### src/rtl/cond_pkg.sv
// Shared types for conditional-execution control: condition codes,
// squash FSM states and NZCV bit positions.
package cond_pkg;

  localparam logic [3:0] EQ = 4'b0000;
  localparam logic [3:0] NE = 4'b0001;
  localparam logic [3:0] CS = 4'b0010;
  localparam logic [3:0] CC = 4'b0011;
  localparam logic [3:0] MI = 4'b0100;
  localparam logic [3:0] PL = 4'b0101;
  localparam logic [3:0] VS = 4'b0110;
  localparam logic [3:0] VC = 4'b0111;
  localparam logic [3:0] HI = 4'b1000;
  localparam logic [3:0] LS = 4'b1001;
  localparam logic [3:0] GE = 4'b1010;
  localparam logic [3:0] LT = 4'b1011;
  localparam logic [3:0] GT = 4'b1100;
  localparam logic [3:0] LE = 4'b1101;
  localparam logic [3:0] AL = 4'b1110;
  localparam logic [3:0] NV = 4'b1111;

  localparam int N_IDX = 3;
  localparam int Z_IDX = 2;
  localparam int C_IDX = 1;
  localparam int V_IDX = 0;

  typedef enum logic {
    RUN    = 1'b0,
    SQUASH = 1'b1
  } state_t;

endpackage

### src/rtl/cond_exec_ctrl_eval.sv
// Combinational condition evaluator: maps a 4-bit condition
// field and the NZCV flags to cond_true.
module cond_eval
  import cond_pkg::*;
(
  input  logic [3:0] nzcv,
  input  logic [3:0] cond,
  output logic       cond_true
);

  logic n, z, c, v;

  assign n = nzcv[N_IDX];
  assign z = nzcv[Z_IDX];
  assign c = nzcv[C_IDX];
  assign v = nzcv[V_IDX];

  always_comb begin
    cond_true = 1'b0;
    unique case (cond)
      EQ: cond_true = z;
      NE: cond_true = !z;
      CS: cond_true = c;
      CC: cond_true = !c;
      MI: cond_true = n;
      PL: cond_true = !n;
      VS: cond_true = v;
      VC: cond_true = !v;
      HI: cond_true = c & !z;
      LS: cond_true = !c | z;
      GE: cond_true = (n == v);
      LT: cond_true = (n != v);
      GT: cond_true = !z & (n == v);
      LE: cond_true = z | (n != v);
      AL: cond_true = 1'b1;
      NV: cond_true = 1'b0;
    endcase
  end

endmodule

### src/rtl/cond_exec_ctrl.sv
// Conditional-execution and branch-squash control for the EX stage.
// Optional annul counter enabled by COND_ANNUL_CNT_EN.
module cond_exec_ctrl
  import cond_pkg::*;
#(
  parameter int FLUSH_CYCLES = 2,
  parameter int CNT_W        = 16
) (
  input  logic             clk,
  input  logic             rst,
  input  logic             ex_valid,
  input  logic [3:0]       ex_cond,
  input  logic             ex_s,
  input  logic             ex_is_br,
  input  logic [3:0]       alu_nzcv,
  input  logic             stall,
  output logic             exec_en,
  output logic             br_taken,
  output logic             flush,
  output logic [3:0]       sr_nzcv,
  output logic [CNT_W-1:0] annul_cnt
);

  state_t     state;
  logic [2:0] sq_cnt;
  logic       cond_true;

  cond_eval u_eval (
    .nzcv      (sr_nzcv),
    .cond      (ex_cond),
    .cond_true (cond_true)
  );

  assign exec_en  = ex_valid & cond_true & !stall
                  & (state == RUN);
  assign br_taken = exec_en & ex_is_br;

  always_ff @(posedge clk or posedge rst) begin
    if (rst) begin
      state   <= RUN;
      sq_cnt  <= 3'd0;
      flush   <= 1'b0;
      sr_nzcv <= 4'b0000;
    end else if (!stall) begin
      if (exec_en && ex_s)
        sr_nzcv <= alu_nzcv;
      unique case (state)
        RUN: begin
          if (br_taken) begin
            state  <= SQUASH;
            sq_cnt <= 3'(FLUSH_CYCLES);
            flush  <= 1'b1;
          end
        end
        SQUASH: begin
          sq_cnt <= sq_cnt - 3'd1;
          if (sq_cnt == 3'd1) begin
            state <= RUN;
            flush <= 1'b0;
          end
        end
      endcase
    end
  end

`ifdef COND_ANNUL_CNT_EN
  logic annulled;

  assign annulled = ex_valid & !stall & !exec_en;

  always_ff @(posedge clk or posedge rst) begin
    if (rst)
      annul_cnt <= '0;
    else if (annulled && annul_cnt != '1)
      annul_cnt <= annul_cnt + 1'b1;
  end
`else
  assign annul_cnt = '0;
`endif

endmodule

### config.mk
export PLATFORM = sky130hd
export DESIGN_NAME = cond_exec_ctrl
export DESIGN_NICKNAME = d
export VERILOG_FILES = /design/src/rtl/cond_pkg.sv /design/src/rtl/cond_exec_ctrl_eval.sv /design/src/rtl/cond_exec_ctrl.sv
export SDC_FILE = /design/constraint.sdc
export NUM_CORES = 1
export LEC_CHECK = 0
export BUFFER_PORTS_ARGS = -buffer_cell sky130_fd_sc_hd__buf_4
export CORE_MARGIN = 4
export CORE_UTILIZATION = 41
export DETAILED_ROUTE_END_ITERATION = 8
export GPL_ROUTABILITY_DRIVEN = 0
export PLACE_DENSITY = 0.74
export SYNTH_ARGS = -nofsm -noshare
export SYNTH_HDL_FRONTEND = slang
export SYNTH_SLANG_ARGS = --single-unit
export TNS_END_PERCENT = 20
### constraint.sdc
create_clock -name clk -period 2.1 [get_ports clk]
set_clock_uncertainty 0.1 [all_clocks]
set_input_delay 0.42 -clock clk [delete_from_list [all_inputs] [get_ports clk]]
set_output_delay 0.42 -clock clk [all_outputs]
set_load 0.02 [all_outputs]
==> out/metrics.sh <==
MOST_FREQUENT_STANDARD_CELL_IN_THE_LAYOUT_EXCLUDING_FILL_AND_TAP_CELLS='sky130_fd_sc_hd__buf_4'
FINAL_PERIOD_MINUS_WORST_SETUP_SLACK_NS=2.526
SYNTH_FLOP_CELL='sky130_fd_sc_hd__dfrtp_1'
TOTAL_SWITCHING_POWER_uW=568.6
MOSTFREQUENTLAYOUTCELLS='32 x sky130_fd_sc_hd__buf_4, 16 x sky130_fd_sc_hd__conb_1, 8 x sky130_fd_sc_hd__dfrtp_1'
WORST_EP_ARRIVAL_TIME_NS=2.57
DIE_Y_UM=52.95
GRT_PASS1_VIAS=693
TOTAL_CONGESTION_OVERFLOW_AFTER_GLOBAL_ROUTING=0
WORSTREG2REGEND='sr_nzcv[2]'
CTS_TREE='built'
DIE_X_UM=52.95
SHARE_OF_THE_CLOCK_PERIOD_USED_BY_THE_WORST_PATH_PCT=120.3
CTS-ROOT-BUF='sky130_fd_sc_hd__clkbuf_4'
SEQUENTIALPOWERSHARE_PCT=25.8
IO_BUFFER_COUNT=20
WORSTREGTOREGCELLS=9
FAILED_CHECKS='negative setup slack'
POSTROUTEWIRELENGTH_UM=2030
WORST-R2R-SETUP-SLACK_NS=-0.43
VDD_IR_DROP_MAX_uV=727.6
RSZ0062_AT_GRT='true'
PLACEABLECOREAREA_UM2=1821
CTS_INSERTED_BUFFERS=3
ROUTE.ANTENNA.REMAINING_NETS=0
NUMBER_OF_FLIP_FLOPS_AND_LATCHES_IN_THE_SYNTHESIZED_NETLIST=9
SYN_AREA_PER_CELL_UM2=9.003
SEQ_AREA_FRAC_SYNTH_PCT=27.19
SHARE_OF_SYNTHESIZED_FLIP_FLOPS_WITH_AN_ASYNCHRONOUS_SET_OR_RESET_PCT=100.0
CLKTRANSATPATHREGS_NS=0.06
POWER.SHARE.CLOCK_PCT=9.1
PRE_CTS_WS_NS=-0.3268
CLOCK-SINKS=9
WORST_SETUP_PATH_END_KIND='flop'
DRIVE_ABOVE_1_SHARE_PCT=44.62
MAX-CLOCK-PATH-BUFFERS=2
DETAILROUTE.WIRELENGTH.MET3_UM=163
AREAGROWTHSYNTHTOFINISH_PCT=44.11
MAX_FREQ_MHz=395.9
SYNTHESIS.AREA_UM2=828.3
PATH_CLASS='flop to flop'
CLOCK_TREE.HTREE_LEVEL_COUNT=1
GLOBAL_ROUTE_WIRE_LENGTH_BEFORE_REPAIR_UM=3091
POWER_DENSITY_nW_PER_UM2=1188
SYNTH.TOP_CELLS.BY_AREA='sky130_fd_sc_hd__dfrtp_1 27%, sky130_fd_sc_hd__buf_4 15%, sky130_fd_sc_hd__mux2_1 5.4%'
CLKLATENCYLATEPIN_NS=0.26
WORST_HOLD_PATH_TYPE='primary input to async pin'
IO-PIN-COUNT=37
CP.REQUIRED_NS=2.14
DRT-MET1-WL_UM=752
STATUS='finished, violations left'
DRT_PASS1_ITERATIONS=4
R2R-START='sr_nzcv[2]'
INSERTEDDIODECOUNT=0
HIGHEST_METAL_USED='met4'
POWER_LEAKAGE_nW=0.5946
GRT.TOTAL_USAGE_PCT=14.81
ANTENNA_FOUND_INITIAL=0
INTPOWER_uW=848.9
HPWLAFTERDP_UM=1504
VIA_COUNT=729
NUM_ROWS=15
FINALHOLDVIOLATIONS=0
DESIGN.DIE.AREA_UM2=2803
WL_PER_CELL_UM=13.10
POST_SYNTH_INST_COUNT=92
COMBINATIONALPOWERSHARE_PCT=65.1
FIRST_ITER_VIOLATIONS=8
INITIAL_UTILIZATION_PCT=45.50
FINISH.NET_COUNT=147
MET2_LENGTH_UM=1104
SYNTHESIS.YOSYS.WARNINGS=0
VIA_PER_INST=4.703
POST-ROUTE-DRC-COUNT=0
SYNTH_LARGEST_AREA_CELL='sky130_fd_sc_hd__dfrtp_1'
FINALWORSTSETUPSLACK_NS=-0.4257
SYNTH.TOP_CELL.AREA_SHARE_PCT=27.19
CRITICAL_PATH_PEAK_FANOUT=4
SETUP_VIOL_COUNT_FINAL=7
SLEW_VIOL_FINAL=0
POWER_AFTER_LAYOUT_mW=1.418
SYNTH_EDF_COUNT=0
DRV_CAP=0
YOSYSUNIQUECELLTYPES=38
STARTPOINT_TYPE='flop'
SWITCHING_SHARE_PCT=40.11
GRT_MAX_DEGREE=12
[sequential cells by signal, summed over array words and instances, names as in the netlist]
name and flops:
sr_nzcv 4, flush 1, state 1, sq_cnt 3
[power by group through the flow]
stage | combinational (mW) | clock [mW] | sequential [mW]
CTS | 0.794 | 0.133 | 0.356
global route | 0.992 | 0.144 | 0.380
finish | 0.923 | 0.130 | 0.365
floorplan | 0.414 | 0 | 0.398
detailed placement | 0.696 | 0 | 0.361
global placement | 0.669 | 0 | 0.357
[layer usage]
layer / vias to the layer above / GRT usage (%)
met1: 339 / 16.93
met5: - / 0
met4: 0 / 2.553
met2: 26 / 27.48
met3: 2 / 3.944
li1: 362 / -
[what timing repair did]
action	in CTS	in global routing
setup buffers	3	2
setup endpoints to repair	6	8
pin swaps	5	7
hold buffers	0	0
gates resized for setup	6	10
[kinds of logic (layout without fill, tap and decap cells)]
group | count (synthesis) | in the layout | share of synthesized area, %
simple gates | 30 | 30 | 23.57
compound gates | 16 | 16 | 14.35
fa+ha+maj | 2 | 2 | 3.021
other cells | 1 | 16 | 0.4527
mux | 6 | 6 | 7.855
flops | 9 | 9 | 27.19
buf+inv | 26 | 49 | 20.54
xor+xnor | 2 | 2 | 3.022
[cells in the mapped netlist, types with 2 or more instances]
cell type                  number
sky130_fd_sc_hd__nor2_1         5
sky130_fd_sc_hd__nor2b_1        4
sky130_fd_sc_hd__mux2_1         4
sky130_fd_sc_hd__ha_1           2
sky130_fd_sc_hd__nand3b_1       3
sky130_fd_sc_hd__nand2b_1       2
sky130_fd_sc_hd__buf_4         17
sky130_fd_sc_hd__dfrtp_1        9
sky130_fd_sc_hd__inv_1          7
sky130_fd_sc_hd__a21oi_1        4
sky130_fd_sc_hd__o22ai_1        2
sky130_fd_sc_hd__nand2_1        5
sky130_fd_sc_hd__mux2i_1        2
sky130_fd_sc_hd__nor4_1         2
[worst max-delay path by stage]
stage / endpoint / slack (ns) / cells past startpoint / start
detailed placement: sr_nzcv[3] / -0.33 / 8 / ex_cond[0]
finish: sr_nzcv[2] / -0.43 / 9 / sr_nzcv[2]
global route: sr_nzcv[2] / -0.52 / 9 / sr_nzcv[2]
global placement: br_taken / -0.29 / 9 / ex_cond[0]
CTS: br_taken / -0.40 / 7 / sr_nzcv[3]
floorplan: exec_en / -0.17 / 6 / sr_nzcv[3]
[per-stage QoR]
stage | TNS (ns) | area [um2] | util, % | hold slack [ns] | cells
after floorplan | -0.7287 | 913.4 | - | 0.1479 | 107
final | -2.497 | 1194 | 65.57 | 0.02021 | 155
after CTS | -1.880 | 1127 | 61.92 | 0.03201 | 153
after global placement | -1.499 | 1042 | 57.25 | 0.3022 | 146
after detailed placement | -1.918 | 1042 | 57.25 | 0.3059 | 146
after global routing | -3.201 | 1194 | 65.57 | 0.05207 | 155
[worst max-delay path, cell delays in order (launching register included)]
cell and delay, ns:
sky130_fd_sc_hd__dfrtp_1 0.43, sky130_fd_sc_hd__nor2_1 0.24, sky130_fd_sc_hd__a211oi_2 0.13, sky130_fd_sc_hd__a2111oi_4 0.38, sky130_fd_sc_hd__nor4_4 0.10, sky130_fd_sc_hd__clkbuf_16 0.17
sky130_fd_sc_hd__buf_6 0.11, sky130_fd_sc_hd__buf_6 0.11, sky130_fd_sc_hd__nor3_4 0.29, sky130_fd_sc_hd__mux2_4 0.34
[cell type report]
cell class | instances | area, um2
well taps | 25 | 31.28
repair buffers | 38 | 321.6
flip-flops and latches | 9 | 226.5
fillers | 150 | 626.9
multi-input cells | 72 | 561.8
clock buffers | 4 | 26.28
inverters | 7 | 26.28
Note: power is estimated with default switching activity, not from simulation.
